File: config.mk
export PLATFORM = sky130hd
export DESIGN_NAME = alu_result_writeback
export DESIGN_NICKNAME = d
export VERILOG_FILES = /design/src/rtl/alu_result_writeback.sv
export SDC_FILE = /design/constraint.sdc
export NUM_CORES = 1
export LEC_CHECK = 0
export BUFFER_PORTS_ARGS = -buffer_cell sky130_fd_sc_hd__buf_2
export CELL_PAD_IN_SITES_DETAIL_PLACEMENT = 0
export CELL_PAD_IN_SITES_GLOBAL_PLACEMENT = 1
export CORE_UTILIZATION = 41
export DETAILED_ROUTE_END_ITERATION = 6
export GPL_ROUTABILITY_DRIVEN = 1
export PLACE_DENSITY_LB_ADDON = 0.1
export SKIP_CTS_REPAIR_TIMING = 1
export SYNTH_ARGS = -nofsm -noshare
export SYNTH_HDL_FRONTEND = slang
export SYNTH_SLANG_ARGS = --single-unit
File: constraint.sdc
create_clock -name clk -period 5 [get_ports clk]
set_input_delay 1 -clock clk [delete_from_list [all_inputs] [get_ports clk]]
set_output_delay 1 -clock clk [all_outputs]
set_load 0.03 [all_outputs]
File: src/rtl/alu_result_writeback.sv
// rtl/alu_result_writeback.sv - ALU result writeback, load/store handshake and next-PC generation
module alu_result_writeback #(
    parameter int XLEN           = 32,
    parameter int TIMEOUT_CYCLES = 16
) (
    input  logic            clk,
    input  logic            rst_n,
    input  logic            instr_valid,
    input  logic [6:0]      opcode,
    input  logic [2:0]      funct3,
    input  logic [4:0]      rd,
    input  logic [XLEN-1:0] alu_result,
    input  logic            branch_taken,
    input  logic [XLEN-1:0] rs2,
    input  logic [XLEN-1:0] program_counter,
    output logic            mem_req,
    output logic            mem_we,
    output logic [XLEN-1:0] mem_addr,
    output logic [XLEN-1:0] mem_wdata,
    output logic [3:0]      mem_be,
    input  logic            mem_ack,
    input  logic [XLEN-1:0] mem_rdata,
    output logic            rf_we,
    output logic [4:0]      rf_waddr,
    output logic [XLEN-1:0] rf_wdata,
    output logic            pc_load,
    output logic [XLEN-1:0] pc_next,
    output logic            instr_done,
    output logic            fault
);

    localparam logic [6:0] OP_R     = 7'b0110011;
    localparam logic [6:0] OP_I     = 7'b0010011;
    localparam logic [6:0] OP_LOAD  = 7'b0000011;
    localparam logic [6:0] OP_STORE = 7'b0100011;
    localparam logic [6:0] OP_B     = 7'b1100011;
    localparam logic [6:0] OP_J     = 7'b1101111;
    localparam logic [6:0] OP_JALR  = 7'b1100111;
    localparam logic [6:0] OP_LUI   = 7'b0110111;
    localparam logic [6:0] OP_AUI   = 7'b0010111;

    localparam logic [1:0] IDLE = 2'd0;
    localparam logic [1:0] MEM  = 2'd1;
    localparam logic [1:0] WB   = 2'd2;

    localparam int TW = $clog2(TIMEOUT_CYCLES + 1);
    localparam logic [TW-1:0] T_LAST = TW'(TIMEOUT_CYCLES - 1);

    logic [1:0]      state;
    logic [TW-1:0]   tcnt;
    logic [6:0]      op_q;
    logic [2:0]      f3_q;
    logic [4:0]      rd_q;
    logic [XLEN-1:0] alu_q, pc_q;

    // Decode works on live inputs while accepting and on the captured copy afterwards.
    logic [6:0]      sel_op;
    logic [2:0]      sel_f3;
    logic [4:0]      sel_rd;
    logic [XLEN-1:0] sel_alu, sel_pc;
    assign sel_op  = (state == IDLE) ? opcode          : op_q;
    assign sel_f3  = (state == IDLE) ? funct3          : f3_q;
    assign sel_rd  = (state == IDLE) ? rd              : rd_q;
    assign sel_alu = (state == IDLE) ? alu_result      : alu_q;
    assign sel_pc  = (state == IDLE) ? program_counter : pc_q;

    logic            is_load, is_store, f3_legal, misaligned, access_ok, writes_rd, wb_fault;
    logic [3:0]      be_calc;
    logic [XLEN-1:0] wdata_calc, lane, ld_data, pc_plus4, wb_pc, wb_data;

    assign is_load    = (sel_op == OP_LOAD);
    assign is_store   = (sel_op == OP_STORE);
    assign misaligned = ((sel_f3[1:0] == 2'b01) && sel_alu[0]) ||
                        ((sel_f3[1:0] == 2'b10) && (sel_alu[1:0] != 2'b00));
    assign access_ok  = f3_legal && !misaligned;
    assign lane       = mem_rdata >> {sel_alu[1:0], 3'b000};
    assign pc_plus4   = sel_pc + XLEN'(4);
    // Leaving MEM without an ack can only mean the request timed out.
    assign wb_fault   = (state == MEM) ? !mem_ack : ((is_load || is_store) && !access_ok);

    always_comb begin
        f3_legal   = 1'b0;
        be_calc    = 4'b1111;
        wdata_calc = rs2;
        ld_data    = lane;
        writes_rd  = 1'b0;
        case (sel_f3)
            3'b000, 3'b001, 3'b010: f3_legal = 1'b1;
            3'b100, 3'b101:         f3_legal = is_load;
            default:                f3_legal = 1'b0;
        endcase
        case (sel_f3[1:0])
            2'b00: begin
                be_calc    = 4'b0001 << sel_alu[1:0];
                wdata_calc = {(XLEN/8){rs2[7:0]}};
            end
            2'b01: begin
                be_calc    = 4'b0011 << {sel_alu[1], 1'b0};
                wdata_calc = {(XLEN/16){rs2[15:0]}};
            end
            default: begin
                be_calc    = 4'b1111;
                wdata_calc = rs2;
            end
        endcase
        case (sel_f3)
            3'b000:  ld_data = {{(XLEN-8){lane[7]}}, lane[7:0]};
            3'b001:  ld_data = {{(XLEN-16){lane[15]}}, lane[15:0]};
            3'b100:  ld_data = {{(XLEN-8){1'b0}}, lane[7:0]};
            3'b101:  ld_data = {{(XLEN-16){1'b0}}, lane[15:0]};
            default: ld_data = lane;
        endcase
        case (sel_op)
            OP_R, OP_I, OP_LOAD, OP_J, OP_JALR, OP_LUI, OP_AUI: writes_rd = 1'b1;
            default: writes_rd = 1'b0;
        endcase
    end

    always_comb begin
        wb_pc   = pc_plus4;
        wb_data = sel_alu;
        if (!wb_fault) begin
            case (sel_op)
                OP_J:    wb_pc = sel_alu;
                OP_JALR: wb_pc = {sel_alu[XLEN-1:1], 1'b0};
                OP_B:    wb_pc = branch_taken ? sel_alu : pc_plus4;
                default: wb_pc = pc_plus4;
            endcase
        end
        case (sel_op)
            OP_J, OP_JALR: wb_data = pc_plus4;
            OP_LOAD:       wb_data = ld_data;
            default:       wb_data = sel_alu;
        endcase
    end

    always_ff @(posedge clk or negedge rst_n) begin
        if (!rst_n) begin
            state      <= IDLE;
            tcnt       <= '0;
            op_q       <= '0;
            f3_q       <= '0;
            rd_q       <= '0;
            alu_q      <= '0;
            pc_q       <= '0;
            mem_req    <= 1'b0;
            mem_we     <= 1'b0;
            mem_addr   <= '0;
            mem_wdata  <= '0;
            mem_be     <= '0;
            rf_we      <= 1'b0;
            rf_waddr   <= '0;
            rf_wdata   <= '0;
            pc_load    <= 1'b0;
            pc_next    <= '0;
            instr_done <= 1'b0;
            fault      <= 1'b0;
        end else begin
            rf_we      <= 1'b0;
            pc_load    <= 1'b0;
            instr_done <= 1'b0;
            fault      <= 1'b0;
            case (state)
                IDLE: begin
                    if (instr_valid) begin
                        op_q  <= opcode;
                        f3_q  <= funct3;
                        rd_q  <= rd;
                        alu_q <= alu_result;
                        pc_q  <= program_counter;
                        if ((is_load || is_store) && access_ok) begin
                            state     <= MEM;
                            tcnt      <= '0;
                            mem_req   <= 1'b1;
                            mem_we    <= is_store;
                            mem_addr  <= {alu_result[XLEN-1:2], 2'b00};
                            mem_wdata <= wdata_calc;
                            mem_be    <= be_calc;
                        end else begin
                            state      <= WB;
                            rf_we      <= writes_rd && (rd != 5'd0) && !wb_fault;
                            rf_waddr   <= rd;
                            rf_wdata   <= wb_data;
                            pc_load    <= 1'b1;
                            pc_next    <= wb_pc;
                            instr_done <= 1'b1;
                            fault      <= wb_fault;
                        end
                    end
                end
                MEM: begin
                    if (mem_ack || (tcnt == T_LAST)) begin
                        state      <= WB;
                        mem_req    <= 1'b0;
                        rf_we      <= writes_rd && (sel_rd != 5'd0) && !wb_fault;
                        rf_waddr   <= sel_rd;
                        rf_wdata   <= wb_data;
                        pc_load    <= 1'b1;
                        pc_next    <= wb_pc;
                        instr_done <= 1'b1;
                        fault      <= wb_fault;
                    end else begin
                        tcnt <= tcnt + 1'b1;
                    end
                end
                WB:      state <= IDLE;
                default: state <= IDLE;
            endcase
        end
    end

endmodule

==> metrics <==
status finished clean; largest net degree at the start of global routing 105; FF+latch area 5660 um^2; CP cell instances nor2_4 > mux2_2 > and2_1 > a32oi_1 > a311oi_2 > buf_4 > nor2_1 > a21oi_1; Pre-antenna DRT Iters 7; max_cap viols 0; H-tree depth 1; CTS tree yes; number of DRC violations after detailed-routing iteration 0 813; GRT Total Usage 0.272; Sink Count roughly 230; Clock transition at path regs 60 ps; EDFF count, synth 0; FILL cells 2873; post-synthesis sequential area ratio 0.456; DIE WIDTH 176 um; die area 31000 um^2; Fin Setup TNS 0 ps; IO Pins 291; Post-Syn Instances about 1400; leading cell type in the layout, fill and taps excluded nand2_1; share of post-route cells with drive strength above 1 0.247; worst-case clock skew 9.23 ps; pwr dens 380 nW/um^2; critical path type reg -> reg; Setup crit start state[1]$_DFFE_PN0P_; Slew Viols, Final 0; routability cong. around 0.86; DR vias about 11000; leakage power total 7.58 nW; GR Overflow Total 0; Peak Freq 268 MHz; chip height approximately 180 um; multi-input logic area 6280 um^2; post-layout min period 3740 ps; RSZ-0062 raised after global routing no; Wirelength per Cell 20.6 um; WP data arrival between 4000 and 5000 ps; CTS Root Cell clkbuf_16; Critical Path RT between 5000 and 6000 ps; initial antenna violation count 5; hold slack 472 ps; CP Capture Type flip-flop; launching point of the worst reg2reg path state[1]$_DFFE_PN0P_; via count of the first global-routing pass approximately 11000; CTS Buffer Depth 3; FF+latch count, synth 226; post-synthesis cell type count 82; initial core utilization 0.418; first-pass GRT wire length between 60000 and 70000 um; endpoints failing hold 0; peak supply drop 0.000268 V; # nets final between 1500 and 2000; dpl hpwl 30900 um; critical path's top delay family simple AND/OR/NAND/NOR gates; Final setup viols 0; Async S/R FF share, synth 1.00; Vias/cell 5.46; CP max-delay cell nor2_4; Port Buffers approximately 290; Final Power 5.71 mW; hold wc startpoint alu_q[26]$_DFFE_PN0P_; cell row count 63; WL final 42300 um; CTS Buf Count 27; area grow syn2layout 21.2%; most frequent cells in the layout 364 x nand2_1, 287 x buf_2, 226 x dfrtp_1; relative slew slack 0.344; fin crit share 0.747; DRT antenna net count 0; Crit path largest cell delay 760 ps; Remaining DRCs 0; syn_area_per_cell 8.90 um^2; worst-path fanout max 25; worst slew pin tran 983 ps; Core Region 29700 um^2; YS warnings 0; Post-Syn Area 12400 um^2; crit path launch type flip-flop; HP Class reg -> reg; prevailing post-synth register cell dfrtp_1; CP Buf/Inv Count 1; Clock Latency Late Sink between 500 and 600 ps
per-stage QoR:
step                      instances  area [um^2]   util  setup WS, ps
after global routing           2053        15000  0.506          1030
after detailed placement       2004        14200  0.476          1300
final                          2055        15000  0.506          1260
after global placement         2004        14200  0.476          1350
after floorplan                1395        12400      -          1380
after CTS                      2052        15000  0.506          1310
final timing paths:
check / slack [ps] / to / cells after the start
min in group asynchronous: 490 / pc_q[23]$_DFFE_PN0P_ / 1
max: 1260 / rf_wdata[26]$_DFFE_PN0P_ / 8
min: 470 / alu_q[26]$_DFFE_PN0P_ / 2
max in group asynchronous: 3520 / mem_wdata[22]$_DFFE_PN0P_ / 2
max reg2reg: 1260 / rf_wdata[26]$_DFFE_PN0P_ / 8
min reg2reg: 470 / alu_q[26]$_DFFE_PN0P_ / 2
layer usage:
layer / up-vias / global-route usage / part of all wire
met2: 430 / 0.438 / 0.46
met4: 4 / 0.0938 / 0.032
met3: 66 / 0.0441 / 0.065
li1: 5350 / - / -
met5: - / 0 / 0.00069
met1: 5377 / 0.371 / 0.44
worst min-delay path, cell delays in order (launching register included):
cell     delay [ps]
dfrtp_1         340
nand2_1          50
nand2_1          50
Yosys cell counts, types with 8 or more instances:
library cell	count	area share
nand3_1	28	0.011
buf_1	8	0.0024
xnor2_1	20	0.014
nand2_1	365	0.11
xor2_1	10	0.0071
mux2_2	19	0.017
nor3_1	12	0.0048
buf_6	8	0.0073
buf_2	18	0.0073
mux2i_1	95	0.077
mux2_1	26	0.024
o211ai_1	15	0.0091
dfrtp_1	226	0.46
o22ai_1	18	0.0091
a31oi_1	26	0.013
and2_1	15	0.0076
a21oi_1	73	0.029
o21ai_0	81	0.033
inv_1	8	0.0024
clkbuf_1	61	0.018
nor2_1	115	0.035
a22oi_1	8	0.0048
state kept, by name, summed over array words and instances, names as in the netlist:
| name | count |
|---|---|
| op_q | 7 |
| fault | 1 |
| rd_q | 5 |
| pc_q | 32 |
| mem_be | 4 |
| instr_done | 1 |
| mem_we | 1 |
| mem_addr | 30 |
| pc_next | 32 |
| rf_wdata | 32 |
| rf_we | 1 |
| mem_req | 1 |
| alu_q | 32 |
| state | 2 |
| rf_waddr | 5 |
| f3_q | 3 |
| tcnt | 5 |
| mem_wdata | 32 |
cell families (layout without fill, tap and decap cells):
group                    count (synthesis)  after routing  synth area share
other                                    1              5          0.000302
AO/OA/AOI/OAI                          289            289             0.149
buffers and inverters                  107            374            0.0402
AND/OR/NAND/NOR                        597            597             0.212
multiplexers                           141            141             0.119
XOR/XNOR                                30             30            0.0212
adder cells (fa/ha/maj)                  3              3           0.00302
flip-flops                             226            226             0.456
where the power goes:
part	internal (mW)	total (mW)	leakage [nW]	switching, mW
Combinational	0.473	1.46	4.33	0.990
Clock	1.17	1.97	0.425	0.798
Sequential	2.09	2.28	2.83	0.198
final cells by class:
cell class / instances / share of cell area
clock buffer: 38 / 0.0510
sequential: 226 / 0.376
inverter: 8 / 0.00200
tap: 390 / 0.0324
antenna: 3 / 0.000499
clock inverter: 10 / 0.00740
multi-input combinational: 1062 / 0.418
timing repair buffer: 318 / 0.113
Power figures use the tool's default switching activity.
